--- config.mk ---
export PLATFORM = sky130hd
export DESIGN_NAME = dff_bist_ctrl
export DESIGN_NICKNAME = d
export VERILOG_FILES = /design/src/rtl/dff_bist_ctrl.sv
export SDC_FILE = /design/constraint.sdc
export NUM_CORES = 1
export LEC_CHECK = 0
export ABC_CLOCK_PERIOD_IN_PS = 3520
export BUFFER_PORTS_ARGS = -buffer_cell sky130_fd_sc_hd__buf_2
export CAP_MARGIN = 40
export CORE_MARGIN = 2
export CORE_UTILIZATION = 55
export DETAILED_ROUTE_END_ITERATION = 7
export GPL_ROUTABILITY_DRIVEN = 0
export GPL_TIMING_DRIVEN = 0
export PLACE_DENSITY = 0.74
export SLEW_MARGIN = 0
export SYNTH_ARGS = -nofsm -noshare
export SYNTH_HDL_FRONTEND = slang
export SYNTH_SLANG_ARGS = --single-unit
export TNS_END_PERCENT = 30
--- constraint.sdc ---
create_clock -name clk -period 3.52 [get_ports clk]
set_input_delay 0.352 -clock clk [delete_from_list [all_inputs] [get_ports clk]]
set_output_delay 0.352 -clock clk [all_outputs]
set_load 0.02 [all_outputs]
--- src/rtl/dff_bist_ctrl.sv ---
`timescale 1ns/1ps
// dff_bist_ctrl: LFSR-driven self-test for single-bit delay elements.
// Drives d_out, checks q_in against a LATENCY-deep expected line, reports pass and error stats.
module dff_bist_ctrl #(
  parameter int unsigned LATENCY     = 1,
  parameter int unsigned NUM_VECTORS = 256,
  parameter logic [15:0] LFSR_SEED   = 16'hACE1,
  parameter int unsigned ERR_W       = 8
) (
  input  logic             clk,
  input  logic             reset,
  input  logic             start,
  output logic             d_out,
  input  logic             q_in,
  output logic             busy,
  output logic             done,
  output logic             pass,
  output logic [ERR_W-1:0] err_count,
  output logic [15:0]      first_err_idx
);

  localparam int unsigned CNT_W = 16;
  localparam int unsigned IDX_W = 16;
  localparam logic [CNT_W-1:0] LAST_VEC   = CNT_W'(NUM_VECTORS - 1);
  localparam logic [CNT_W-1:0] LAST_DRAIN = CNT_W'(LATENCY - 1);
  localparam logic [ERR_W-1:0] ERR_MAX    = '1;
  localparam logic [IDX_W-1:0] IDX_NONE   = '1;

  // Elaboration-time guards on the legal parameter space
  if (LATENCY < 1 || LATENCY > 8) begin : g_bad_latency
    $error("dff_bist_ctrl: LATENCY must be 1..8");
  end
  if (NUM_VECTORS < 1 || NUM_VECTORS > 65535) begin : g_bad_num_vectors
    $error("dff_bist_ctrl: NUM_VECTORS must be 1..65535");
  end
  if (LFSR_SEED == 16'h0000) begin : g_bad_seed
    $error("dff_bist_ctrl: LFSR_SEED must be non-zero");
  end

  typedef enum logic [1:0] {
    S_IDLE  = 2'd0,
    S_RUN   = 2'd1,
    S_DRAIN = 2'd2,
    S_DONE  = 2'd3
  } state_t;

  state_t             state, state_nxt;
  logic [CNT_W-1:0]   cnt, cnt_nxt;
  logic [15:0]        lfsr, lfsr_nxt;
  logic [LATENCY-1:0] exp_line, exp_line_nxt;
  logic [LATENCY-1:0] exp_vld, exp_vld_nxt;
  logic [IDX_W-1:0]   cmp_idx, cmp_idx_nxt;
  logic               d_nxt, busy_nxt, done_nxt, pass_nxt;
  logic [ERR_W-1:0]   err_nxt;
  logic [IDX_W-1:0]   first_nxt;
  logic               run_start, cmp_vld, mismatch;

  // Fibonacci step for x^16+x^14+x^13+x^11+1
  function automatic logic [15:0] lfsr_adv(input logic [15:0] l);
    return {l[14:0], l[15] ^ l[13] ^ l[12] ^ l[10]};
  endfunction

  // Next-state, stimulus, compare and result logic
  always_comb begin
    state_nxt    = state;
    cnt_nxt      = cnt;
    lfsr_nxt     = lfsr;
    d_nxt        = 1'b0;
    run_start    = 1'b0;
    cmp_vld      = exp_vld[LATENCY-1];
    mismatch     = cmp_vld & (q_in ^ exp_line[LATENCY-1]);
    err_nxt      = err_count;
    first_nxt    = first_err_idx;
    cmp_idx_nxt  = cmp_idx;
    pass_nxt     = pass;

    unique case (state)
      S_IDLE: begin
        if (start) begin
          state_nxt = S_RUN;
          cnt_nxt   = '0;
          d_nxt     = LFSR_SEED[0];
          lfsr_nxt  = lfsr_adv(LFSR_SEED);
          run_start = 1'b1;
        end
      end
      S_RUN: begin
        if (cnt == LAST_VEC) begin
          state_nxt = S_DRAIN;
          cnt_nxt   = '0;
        end else begin
          cnt_nxt  = cnt + 1'b1;
          d_nxt    = lfsr[0];
          lfsr_nxt = lfsr_adv(lfsr);
        end
      end
      S_DRAIN: begin
        if (cnt == LAST_DRAIN) begin
          state_nxt = S_DONE;
          cnt_nxt   = '0;
        end else begin
          cnt_nxt = cnt + 1'b1;
        end
      end
      S_DONE: state_nxt = S_IDLE;
      default: state_nxt = S_IDLE;
    endcase

    // The line is empty whenever IDLE is left, so a new run never sees stale compares
    if (run_start) begin
      err_nxt     = '0;
      first_nxt   = IDX_NONE;
      cmp_idx_nxt = '0;
      pass_nxt    = 1'b0;
    end else begin
      if (mismatch && (err_count != ERR_MAX)) err_nxt = err_count + 1'b1;
      if (mismatch && (first_err_idx == IDX_NONE)) first_nxt = cmp_idx;
      if (cmp_vld) cmp_idx_nxt = cmp_idx + 1'b1;
      if (state == S_DRAIN && state_nxt == S_DONE) pass_nxt = (err_nxt == '0);
    end

    exp_line_nxt = LATENCY'({exp_line, d_out});
    exp_vld_nxt  = LATENCY'({exp_vld, state == S_RUN});
    done_nxt     = (state_nxt == S_DONE);
    busy_nxt     = (state_nxt == S_RUN) || (state_nxt == S_DRAIN);
  end

  // State and registered outputs
  always_ff @(posedge clk or negedge reset) begin
    if (!reset) begin
      state         <= S_IDLE;
      cnt           <= '0;
      lfsr          <= LFSR_SEED;
      exp_line      <= '0;
      exp_vld       <= '0;
      cmp_idx       <= '0;
      d_out         <= 1'b0;
      busy          <= 1'b0;
      done          <= 1'b0;
      pass          <= 1'b0;
      err_count     <= '0;
      first_err_idx <= IDX_NONE;
    end else begin
      state         <= state_nxt;
      cnt           <= cnt_nxt;
      lfsr          <= lfsr_nxt;
      exp_line      <= exp_line_nxt;
      exp_vld       <= exp_vld_nxt;
      cmp_idx       <= cmp_idx_nxt;
      d_out         <= d_nxt;
      busy          <= busy_nxt;
      done          <= done_nxt;
      pass          <= pass_nxt;
      err_count     <= err_nxt;
      first_err_idx <= first_nxt;
    end
  end

endmodule

==> impl_summary.txt <==
----------------------------------------------------
[Worst hold path]
  Classification of the worst-slack hold path ... flop to flop
  Hold path startpoint ... d_out

[Synthesis]
  Summed instance area of the synthesized netlist ... 0.003970 mm²
  Number of distinct library cells after synthesis ... 48
  Simple-Gate Fraction of Synth Area ... 22.06%
  Sequential-to-total area share from yosys stat ... 51.18%
  Post-synthesis async set-or-reset flop share ... 100.0%
  Dominant combinational cell family by area after synthesis ... simple AND/OR/NAND/NOR gates
  Avg Cell Area, Syn ... 9.521 µm²
  Top-area cell type share of the netlist area ... 35.30%
  Share of synthesized area spent on multiplexers ... 1.261%
  Syn. warnings ... 0
  Synthesized Nets ... 430
  Post-synthesis share of cell area spent on xor and xnor gates ... 3.750%
  Cell type contributing the most total cell area after synthesis ... sky130_fd_sc_hd__dfrtp_1
  Top area cells in the synthesized netlist ... sky130_fd_sc_hd__dfrtp_1 35%, sky130_fd_sc_hd__dfstp_2 16%, sky130_fd_sc_hd__o21ai_0 5.5%
  Fraction of the mapped netlist area in compound gates ... 14.59%
  Most used flip-flop cell after synthesis ... sky130_fd_sc_hd__dfrtp_1
  Synthesized netlist cell count ... 417
  Post-synth EDFFs ... 0
  Post-synthesis share of cell area spent on full adders, half adders and majority gates ... 2.836%
  #FFs+latches synth ... 80

[Routing]
  Length of the first detailed-routing pass in iterations ... 4
  Mean number of vias per cell ... 5.731
  Count of unresolved DRC violations after routing ... 0
  Final WL ... 8163 µm
  Initial DRC count ... 140
  DRT antenna net count ... 0
  WL per Instance ... 14.52 µm
  Total via count in the routed design ... 3,221

[Timing]
  Setup repair after global routing missed its margin ... false
  Measured slew at the worst slew-check pin ... 0.5348 ns
  Fin Setup TNS ... 0 ns
  Setup violation total in the final timing report ... 0
  Maximum clock rate ... 353.0 MHz
  Final Hold Violating Endpoints ... 0
  Post-route setup slack ... 0.6873 ns
  Final Critical Period ... 2.833 ns
  Max Clock Skew ... 0.01167 ns
  Pins Over Slew Limit ... 0
  Worst slew margin ... 64.35%
  Post-route fraction of the period consumed by the critical path ... 80.48%

[Final layout]
  Area of combinational cells with multiple inputs ... 0.001767 mm²
  Area growth, synth to finish ... 13.30%
  Final non-filler cell total ... 562
  Area used by sequential logic in the layout ... 0.002032 mm²
  Final layout net count ... 474
  Fill cells ... 601
  Share of post-route cells with drive strength above 1 ... 17.38%
  Antenna fix cells ... 0

[Setup path]
  Required time worst endpoint ... 3.78 ns
  Worst Path Max Fanout ... 8
  Arr. time, crit path ... 3.10 ns
  Setup crit start kind ... flop
  Critical Path End Type ... flop
  Reg-to-reg startpoint ... cnt[0]
  Launching instance or port of the critical path ... cnt[0]
  Crit Path Class ... flop to flop

[CTS]
  Clock transition at the register clock pins on the worst setup and hold paths after CTS ... 0.08 ns
  CTS tree ... yes
  Clock Path Buffers ... 2
  Num CTS Buffers ... 9
  Cell at the root of the clock tree ... sky130_fd_sc_hd__clkbuf_8
  Number of levels in the clock H-tree ... 3
  Latest clock arrival within the worst-skew pair ... 0.35 ns
  Clock Sinks ... 80
  Resize count post-CTS ... 0
  Setup repair bufs after CTS ... 0

[Die]
  Floorplan die height ... 88.96 µm
  I/O pins ... 32
  Effective utilization at floorplan ... 57.48%
  Number of placement rows ... 30
  Die Span X ... 88.96 µm
  Die Footprint ... 0.007914 mm²
  Core Region ... 0.006907 mm²

[Global routing]
  Total global routing overflow ... 0
  Largest net degree at the start of global routing ... 46
  Wire length of the first global-routing pass ... 13,840 µm
  Total track usage ... 22.54%
  Antenna violations before repair ... 0
  Via count of the first global-routing pass ... 3,033

[Power]
  Leakage power summed over all cells ... 1.933 nW
  Worst vdd rail ir drop ... 0.4671 mV
  Power density normalized to cell area ... 767.6 mW/mm²

[Run]
  # Max-Cap Violations ... 0

[Outcome]
  Outcome ... finished, final reports clean

[Placed design]
  Post-DP HPWL ... 5759 µm
  Placed cells ... 545
  Worst setup slack before clock tree synthesis ... 0.7269 ns
  Number of port buffers ... 31

----------------------------------------------------
## power breakdown
part / internal [mW] / switching [mW] / leakage (nW)
combinational: 0.473 / 0.846 / 0.835
sequential: 1.23 / 0.172 / 0.994
clock: 0.400 / 0.328 / 0.104
total: 2.11 / 1.35 / 1.93
## area by class of cell
| type | instances | share of cell area (%) |
|---|---|---|
| plain buffers | 22 | 2.142 |
| clock buffers | 11 | 2.921 |
| clock inverters | 5 | 1.808 |
| inverters | 20 | 1.669 |
| multi-input cells | 295 | 39.28 |
| flip-flops and latches | 80 | 45.17 |
| well taps | 96 | 2.670 |
| repair buffers | 33 | 4.339 |
## state kept, by name, indices dropped and copies added (netlist names)
signal and flops:
cmp_idx 16, cnt 16, first_err_idx 16, lfsr 16, err_count 8, state 2, busy 1, cmp_vld 1
d_out 1, done 1, exp_line 1, pass 1
## worst max-delay path: stages, from the launching register on
cell	delay, ns
sky130_fd_sc_hd__dfrtp_1	0.43
sky130_fd_sc_hd__ha_1	0.21
sky130_fd_sc_hd__nand3_1	0.27
sky130_fd_sc_hd__nor4_4	0.47
sky130_fd_sc_hd__nor2_1	0.08
sky130_fd_sc_hd__o21ai_0	0.16
sky130_fd_sc_hd__o311a_1	0.20
sky130_fd_sc_hd__ha_1	0.17
sky130_fd_sc_hd__nand2_1	0.07
sky130_fd_sc_hd__nor2_1	0.14
sky130_fd_sc_hd__o21ai_0	0.11
sky130_fd_sc_hd__a211o_1	0.28
sky130_fd_sc_hd__o21ai_0	0.15
## layout by cell type (no fill, tap or decap), types with 3 or more instances in the layout
cell type,instances
sky130_fd_sc_hd__mux2i_1,5
sky130_fd_sc_hd__a22o_1,10
sky130_fd_sc_hd__ha_1,9
sky130_fd_sc_hd__nor3_1,12
sky130_fd_sc_hd__dfstp_2,24
sky130_fd_sc_hd__xnor2_1,7
sky130_fd_sc_hd__a21oi_1,11
sky130_fd_sc_hd__clkbuf_8,9
sky130_fd_sc_hd__o21ai_1,11
sky130_fd_sc_hd__nor2b_1,4
sky130_fd_sc_hd__clkbuf_1,20
sky130_fd_sc_hd__nand4_1,17
sky130_fd_sc_hd__and3_1,3
sky130_fd_sc_hd__o21ai_0,44
sky130_fd_sc_hd__xor2_1,10
sky130_fd_sc_hd__nand2_1,44
sky130_fd_sc_hd__nand3_1,15
sky130_fd_sc_hd__dfrtp_1,56
sky130_fd_sc_hd__nand2b_1,4
sky130_fd_sc_hd__a21o_1,3
sky130_fd_sc_hd__nor4_1,4
sky130_fd_sc_hd__a31oi_1,9
sky130_fd_sc_hd__or3_1,8
sky130_fd_sc_hd__nor2_1,36
sky130_fd_sc_hd__inv_1,20
sky130_fd_sc_hd__and2_1,5
sky130_fd_sc_hd__buf_2,32
## per-layer routing
metal / up-vias / GRT usage (%) / part of all wire, %
met4: 0 / 5.834 / 1.0
met3: 9 / 5.725 / 4.2
met2: 61 / 38.53 / 49
li1: 1563 / - / -
met1: 1588 / 28.85 / 46
met5: - / 0 / 0
## cells by family (layout without fill, tap and decap cells)
group                    after synthesis  in the layout
AND/OR/NAND/NOR                      168            168
AO/OA/AOI/OAI                         96             96
flip-flops                            80             80
buffers and inverters                 42             91
XOR/XNOR                              17             17
adder cells (fa/ha/maj)                9              9
multiplexers                           5              5
## through the flow
step                      cell area, µm²  utilization, %  hold slack [ns]  power, mW
after global placement              4245           61.47           0.3605      2.690
after detailed placement            4275           61.90           0.3441      2.749
after floorplan                     3970               -          0.05641      2.353
final                               4498           65.13           0.4003      3.453
after global routing                4498           65.13           0.4313      3.724
after CTS                           4498           65.13           0.4179      3.482
## timing repair
action / 4_1_cts / 5_1_grt
endpoints found under the hold margin: 27 / 0
endpoints found under the setup margin: 0 / 0
hold buffers: 1 / 0
## worst paths after layout
kind	slack, ns	endpoint	cells past startpoint
worst max-delay path	0.69	pass	12
worst min-delay path	0.40	exp_line	0
worst max register to register	0.69	pass	12
worst min register to register	0.40	exp_line	0
max in group asynchronous	2.39	first_err_idx[6]	3
min in group asynchronous	0.50	err_count[2]	2
## cells in the mapped netlist, drive strengths merged (4+ instances only)
master  number
and2         5
or3          8
clkbuf      18
mux2i        5
a22o        10
nand3       15
nand2b       4
nor2        37
xnor2        7
inv         20
nor2b        4
xor2        10
o21ai       55
dfstp       24
dfrtp       56
nor3        12
nor4         6
a31oi        9
or4          4
nand4       17
nand2       44
buf          4
ha           9
a21oi       11
Note: power is estimated with default switching activity, not from simulation.
